## src/rtl/hex_dbg_pkg.sv

```systemverilog
// Shared constants and FSM state type for the hex overlay debug scheduler.
// Sizes: 16-slot shadow store of 8-bit bytes, shown as two 8-byte pages.
package hex_dbg_pkg;

   localparam int unsigned N_SLOTS    = 16;
   localparam int unsigned SLOT_W     = 4;
   localparam int unsigned DATA_W     = 8;
   localparam int unsigned PAGE_BYTES = 8;

   typedef enum logic [1:0] {
      StIdle  = 2'd0,
      StCopy  = 2'd1,
      StLatch = 2'd2
   } sched_state_e;

endpackage

```

## src/rtl/mod_rr_arbiter.sv

```systemverilog
// Round-robin arbiter. Grants the first asserted request at or after the
// rotating pointer (wrapping); the pointer then moves just past the winner.
// Ports:
//   in_clk, in_rst_n  clock, async active-low reset
//   in_req            per-requester request
//   out_grant         one-hot grant (combinational, this cycle)
//   out_grant_idx     index of the granted requester
//   out_valid         a grant is being issued this cycle
module mod_rr_arbiter #(
   parameter int unsigned N     = 4,
   localparam int unsigned IDX_W = (N > 1) ? $clog2(N) : 1
) (
   input  logic             in_clk,
   input  logic             in_rst_n,
   input  logic [N-1:0]     in_req,
   output logic [N-1:0]     out_grant,
   output logic [IDX_W-1:0] out_grant_idx,
   output logic             out_valid
);

   logic [IDX_W-1:0] r_ptr;
   int unsigned      w_cand;

   always_comb begin
      out_grant     = '0;
      out_grant_idx = '0;
      out_valid     = 1'b0;
      w_cand        = 0;
      for (int unsigned k = 0; k < N; k++) begin
         w_cand = (32'(r_ptr) + k) % N;
         if (!out_valid && in_req[w_cand]) begin
            out_valid         = 1'b1;
            out_grant_idx     = IDX_W'(w_cand);
            out_grant[w_cand] = 1'b1;
         end
      end
   end

   always_ff @(posedge in_clk or negedge in_rst_n) begin
      if (!in_rst_n) begin
         r_ptr <= '0;
      end else if (out_valid) begin
         r_ptr <= (out_grant_idx == IDX_W'(N - 1)) ? '0 : out_grant_idx + 1'b1;
      end
   end

endmodule

```

## src/rtl/mod_hex_debug_sched.sv

```systemverilog
// Debug byte scheduler for the hex overlay. Requesters write bytes into a
// 16-byte shadow store through a round-robin arbiter; once per frame one
// 8-byte page is copied to stable outputs and a latch pulse is issued.
// Ports:
//   in_pix_clk, in_rst_n        pixel clock, async active-low reset
//   in_pix_x, in_pix_y          raster position (frame event source)
//   in_req/_slot/_data, out_ack requester write interface
//   in_freeze                   hold display, skip copies
//   out_latch, out_data0..7     overlay latch pulse and page bytes
//   out_page                    page most recently copied
module mod_hex_debug_sched
   import hex_dbg_pkg::*;
#(
   parameter int unsigned N_REQ        = 4,
   parameter int unsigned LATCH_LINE   = 500,
   parameter int unsigned LATCH_CYCLES = 4,
   parameter int unsigned PAGE_FRAMES  = 60
) (
   input  logic                      in_pix_clk,
   input  logic                      in_rst_n,
   input  logic [9:0]                in_pix_x,
   input  logic [9:0]                in_pix_y,
   input  logic [N_REQ-1:0]          in_req,
   input  logic [SLOT_W*N_REQ-1:0]   in_req_slot,
   input  logic [DATA_W*N_REQ-1:0]   in_req_data,
   output logic [N_REQ-1:0]          out_ack,
   input  logic                      in_freeze,
   output logic                      out_latch,
   output logic [DATA_W-1:0]         out_data0,
   output logic [DATA_W-1:0]         out_data1,
   output logic [DATA_W-1:0]         out_data2,
   output logic [DATA_W-1:0]         out_data3,
   output logic [DATA_W-1:0]         out_data4,
   output logic [DATA_W-1:0]         out_data5,
   output logic [DATA_W-1:0]         out_data6,
   output logic [DATA_W-1:0]         out_data7,
   output logic                      out_page
);

   localparam int unsigned IDX_W = (N_REQ > 1) ? $clog2(N_REQ) : 1;
   localparam int unsigned CNT_W = (PAGE_FRAMES == 0) ? 1 : $clog2(PAGE_FRAMES + 1);
   localparam int unsigned LAT_W = $clog2(LATCH_CYCLES + 1);
   localparam logic [CNT_W-1:0] CNT_LAST = CNT_W'((PAGE_FRAMES == 0) ? 0 : PAGE_FRAMES - 1);

   logic [N_REQ-1:0]  w_gnt;
   logic [IDX_W-1:0]  w_gnt_idx;
   logic              w_gnt_valid;
   logic [SLOT_W-1:0] w_slot;
   logic [DATA_W-1:0] w_wdata;

   logic [DATA_W-1:0] r_shadow [N_SLOTS];
   logic [DATA_W-1:0] r_out    [PAGE_BYTES];
   logic [N_REQ-1:0]  r_ack;

   logic              w_hit;
   logic              r_hit;
   logic              r_evt;

   sched_state_e      r_state;
   sched_state_e      w_state_next;
   logic              w_do_copy;
   logic [LAT_W-1:0]  r_lat_cnt;
   logic [CNT_W-1:0]  r_frame_cnt;
   logic              r_page_sel;  // page the next copy will read
   logic              r_page_out;  // page the last copy read

   mod_rr_arbiter #(
      .N (N_REQ)
   ) u_arb (
      .in_clk        (in_pix_clk),
      .in_rst_n      (in_rst_n),
      .in_req        (in_req),
      .out_grant     (w_gnt),
      .out_grant_idx (w_gnt_idx),
      .out_valid     (w_gnt_valid)
   );

   assign w_slot  = in_req_slot[w_gnt_idx * SLOT_W +: SLOT_W];
   assign w_wdata = in_req_data[w_gnt_idx * DATA_W +: DATA_W];

   always_ff @(posedge in_pix_clk or negedge in_rst_n) begin
      if (!in_rst_n) begin
         r_ack <= '0;
         for (int i = 0; i < N_SLOTS; i++) r_shadow[i] <= '0;
      end else begin
         r_ack <= w_gnt;
         if (w_gnt_valid) r_shadow[w_slot] <= w_wdata;
      end
   end

   assign w_hit = (in_pix_x == 10'd0) && (in_pix_y == 10'(LATCH_LINE));

   // Rising edge only, so a held raster position fires once per frame.
   always_ff @(posedge in_pix_clk or negedge in_rst_n) begin
      if (!in_rst_n) begin
         r_hit <= 1'b0;
         r_evt <= 1'b0;
      end else begin
         r_hit <= w_hit;
         r_evt <= w_hit & ~r_hit;
      end
   end

   always_comb begin
      w_state_next = r_state;
      w_do_copy    = 1'b0;
      unique case (r_state)
         StIdle:  if (r_evt && !in_freeze) w_state_next = StCopy;
         StCopy: begin
            w_do_copy    = 1'b1;
            w_state_next = StLatch;
         end
         StLatch: if (r_lat_cnt == LAT_W'(LATCH_CYCLES - 1)) w_state_next = StIdle;
         default: w_state_next = StIdle;
      endcase
   end

   always_ff @(posedge in_pix_clk or negedge in_rst_n) begin
      if (!in_rst_n) begin
         r_state     <= StIdle;
         r_lat_cnt   <= '0;
         r_frame_cnt <= '0;
         r_page_sel  <= 1'b0;
         r_page_out  <= 1'b0;
         for (int i = 0; i < PAGE_BYTES; i++) r_out[i] <= '0;
      end else begin
         r_state   <= w_state_next;
         r_lat_cnt <= (r_state == StLatch) ? r_lat_cnt + 1'b1 : '0;
         if (w_do_copy) begin
            // Non-blocking reads: a same-cycle shadow write shows next frame.
            for (int i = 0; i < PAGE_BYTES; i++) r_out[i] <= r_shadow[{r_page_sel, 3'(i)}];
            r_page_out <= r_page_sel;
            if (PAGE_FRAMES != 0 && r_frame_cnt == CNT_LAST) begin
               r_frame_cnt <= '0;
               r_page_sel  <= ~r_page_sel;
            end else begin
               r_frame_cnt <= r_frame_cnt + 1'b1;
            end
         end
      end
   end

   assign out_ack   = r_ack;
   assign out_latch = (r_state == StLatch);
   assign out_page  = r_page_out;
   assign out_data0 = r_out[0];
   assign out_data1 = r_out[1];
   assign out_data2 = r_out[2];
   assign out_data3 = r_out[3];
   assign out_data4 = r_out[4];
   assign out_data5 = r_out[5];
   assign out_data6 = r_out[6];
   assign out_data7 = r_out[7];

endmodule

```

## config.mk

```make
export PLATFORM = sky130hd
export DESIGN_NAME = mod_hex_debug_sched
export DESIGN_NICKNAME = d
export VERILOG_FILES = /design/src/rtl/hex_dbg_pkg.sv /design/src/rtl/mod_rr_arbiter.sv /design/src/rtl/mod_hex_debug_sched.sv
export SDC_FILE = /design/constraint.sdc
export NUM_CORES = 1
export LEC_CHECK = 0
export CAP_MARGIN = 20
export CORE_UTILIZATION = 55
export DETAILED_ROUTE_END_ITERATION = 16
export HOLD_SLACK_MARGIN = 0.12
export MAX_ROUTING_LAYER = met4
export PLACE_DENSITY_LB_ADDON = 0.15
export SLEW_MARGIN = 20
export SYNTH_ARGS = -nofsm -noshare
export SYNTH_HDL_FRONTEND = slang
export SYNTH_SLANG_ARGS = --single-unit
```

## constraint.sdc

```tcl
create_clock -name in_pix_clk -period 5.1 [get_ports in_pix_clk]
set_input_delay 1.02 -clock in_pix_clk [delete_from_list [all_inputs] [get_ports in_pix_clk]]
set_output_delay 1.02 -clock in_pix_clk [all_outputs]
set_load 0.05 [all_outputs]
```

==> summary.txt <==
Logic synthesis
  – Mean Syn Cell Area: 12.4 um2
  – FF+latch count, synth: around 210
  – Syn Nets: ~880
  – Post-Synthesis Cells: 797
  – Share of the synthesized area in the top cell type: 0.539
  – Count leader, synth: dfrtp_1
  – Synth area leaders: dfrtp_1, mux2_2, mux2i_1, o21ai_0, nand2_1
  – Top_reg_cell synth: dfrtp_1
  – Post-synth top cells: dfrtp_1, mux2_2, nand2_1
  – EDFF count, synth: 0
  – Ys Warns: 0
  – Mapped Area: around 0.01 mm2
  – Library cells used by synthesis: 59
  – Async SR Flop Fraction: 1.00
  – Synth area leader: dfrtp_1
  – Share of the yosys chip area belonging to registers: 0.539

Global routing
  – Initial antenna violation count: 0
  – Vias in the first global route: around 6,800
  – Grt ovf: 0
  – Largest net degree at the start of global routing: 128
  – GRT Total Usage: 0.258
  – Global-route wire length before repair: around 36 mm

Timing
  – Tcrit/Tclk final: 0.842
  – Final setup vio count: 0
  – Setup TNS: 0 ns
  – Relative slew margins: 0.320
  – Hold Worst Slack: ~0.41 ns
  – Max frequency: around 230 MHz
  – Final count of hold timing violations: 0
  – Measured slew at the worst slew-check pin: 1.02 ns
  – Unrepaired setup endpoints after global routing: no
  – Clock period minus worst slack: about 4.3 ns
  – Skew final: 0.0153 ns
  – Final Slew Violations: 0

Job
  – Total of max-cap violations: 0

Setup path
  – Crit Path Class: flip-flop to flip-flop
  – Worst setup SP type: flip-flop
  – WP data arrival: between 4 and 5 ns
  – CP Capture Type: flip-flop
  – CP required: between 5 and 6 ns
  – Worst-path fanout max: 17

Floorplan
  – Row count: 48
  – Die X: 136 um
  – Die area: around 0.019 mm2
  – IO Count: roughly 150
  – Initial core utilization: 0.568
  – Core Area: around 0.017 mm2
  – DIE HEIGHT: 136 um

Clock tree
  – Clock Root Buffer: clkbuf_16
  – Clock-pin slew on the worst setup and hold paths: around 0.06 ns
  – Total CTS buffers: 22
  – H-tree depth: 1
  – CTS Hold Bufs: 0
  – Setup Buffers After CTS: 0
  – Clk sink count: about 210
  – Clk_lat worst skew: around 0.51 ns
  – Max Root-Sink Buffers: 3
  – Resized cells post-CTS: 0
  – TritonCTS clock tree: built

Power and ir drop
  – Power share of the clock group: 0.209
  – Pint: approximately 0.0046 W
  – Static leakage: just over 5 nW
  – Combinational Power Share: 0.441
  – Peak VDD IR: roughly 530 uV
  – PwrDens: ~600 mW/mm2
  – Sw Pwr: 0.00275 W
  – Sequential share of power: 0.349
  – Sw Ratio: 0.374

Finish
  – Area grow syn2layout: 23.8%
  – Share of post-route cells with drive strength above 1: 0.206
  – Final #Nets: 1,017
  – Antenna cells: 0
  – Layout Cells excl Fill: between 1,000 and 1,500

Placed design
  – DP HPWL: 15.1 mm
  – Placed Instances: 1,132
  – Buffers added on ports: 144
  – Placer Congestion: roughly 0.86

Run status
  – Run status: finished clean

Route
  – Routed via count: just under 7,000
  – Drt pass-1 iters: 4
  – DRT iter0 DRCs: between 300 and 400
  – # DRC: 0
  – Via-to-Cell Ratio: roughly 5.7
  – Avg WL per Cell: ~19 um
  – Antenna Violating Nets Remaining: 0
  – Drt total wl: 22.2 mm

Worst hold path
  – HP Class: flip-flop to flip-flop
## worst paths after layout
kind                                   to  slack, ns  cells past startpoint           start
setup / recovery             r_shadow[76]       0.80                     10  u_arb.r_ptr[1]
setup reg to reg             r_shadow[76]       0.80                     10  u_arb.r_ptr[1]
hold / removal                      r_evt       0.41                      1           r_hit
min in group asynchronous  r_frame_cnt[4]       0.58                      1        in_rst_n
hold reg to reg                     r_evt       0.41                      1           r_hit
max in group asynchronous    r_shadow[21]       3.45                      2        in_rst_n
## placed cells by master (no fill, tap or decap), drive strengths merged, types with 2 or more instances in the layout
cell type	count
a211o	2
a211oi	4
a21oi	13
a221oi	2
a22oi	10
a31oi	2
and2	4
and3	7
buf	15
clkbuf	37
clkdlybuf4s50	143
clkinv	2
clkinvlp	2
dfrtp	213
ha	11
inv	6
mux2	140
mux2i	79
mux4	4
nand2	85
nand2b	5
nand3	9
nand3b	2
nand4	5
nor2	20
nor2b	6
nor3	6
nor4	4
nor4b	3
o2111ai	2
o211ai	4
o21ai	80
xnor2	3
xor2	3
## cell families after synthesis
kind of cell | share of synthesized area
mux | 0.250
flops | 0.539
simple gates | 0.0884
compound gates | 0.0780
buf+inv | 0.0255
fa+ha+maj | 0.0139
xor+xnor | 0.00531
## layout make-up
class                           instances  area (um2)
Tap cell                              225         282
Fill cell                            1215        5170
Timing Repair Buffer                  159        1570
Inverter                                6        22.5
Clock buffer                           36         673
Sequential cell                       213        5330
Clock inverter                          4        36.3
Multi-Input combinational cell        529        4320
## through the flow
stage	util	setup slack (ns)	instance area [um2]	power, W
3_3_place_gp	0.662	0.627	11500	0.00564
5_1_grt	0.703	0.617	12200	0.00778
4_1_cts	0.703	0.811	12200	0.00740
6_report	0.703	0.804	12200	0.00736
3_5_place_dp	0.662	0.418	11500	0.00583
2_1_floorplan	-	1.13	9890	0.00491
## power groups by stage
stage | clock network (W) | logic (W) | registers [W]
floorplan | 0 | 0.00238 | 0.00253
global placement | 0 | 0.00310 | 0.00254
detailed placement | 0 | 0.00324 | 0.00259
CTS | 0.00157 | 0.00327 | 0.00257
global route | 0.00164 | 0.00352 | 0.00263
finish | 0.00154 | 0.00325 | 0.00257
## registers in the layout, summed over array words and instances (netlist names)
register	count
out_data6	8
out_data1	8
u_arb.r_ptr	2
out_data4	8
r_shadow	128
out_page	1
r_page_sel	1
r_state	2
r_evt	1
r_lat_cnt	3
out_data7	8
r_frame_cnt	6
r_hit	1
out_data3	8
out_data2	8
out_data0	8
out_data5	8
out_ack	4
## critical path, stage by stage (launching register included)
cell and delay [ns]:
dfrtp_1 0.58, inv_1 0.21, ha_1 0.49, mux4_2 0.73, nor2b_1 0.22, buf_4 0.17, mux2_2 0.35, o2111a_1 0.19
nor3_4 0.34, and3_1 0.50, mux2_1 0.38
## per-layer routing
layer  global-route usage  vias up  share of wire
li1                     -     3123              -
met1                0.331     3405           0.43
met2                0.437      170           0.51
met3               0.0324       31          0.042
met4               0.0586        0          0.014
met5                    -        -              0
No activity file was read; power rests on OpenSTA's default activity.
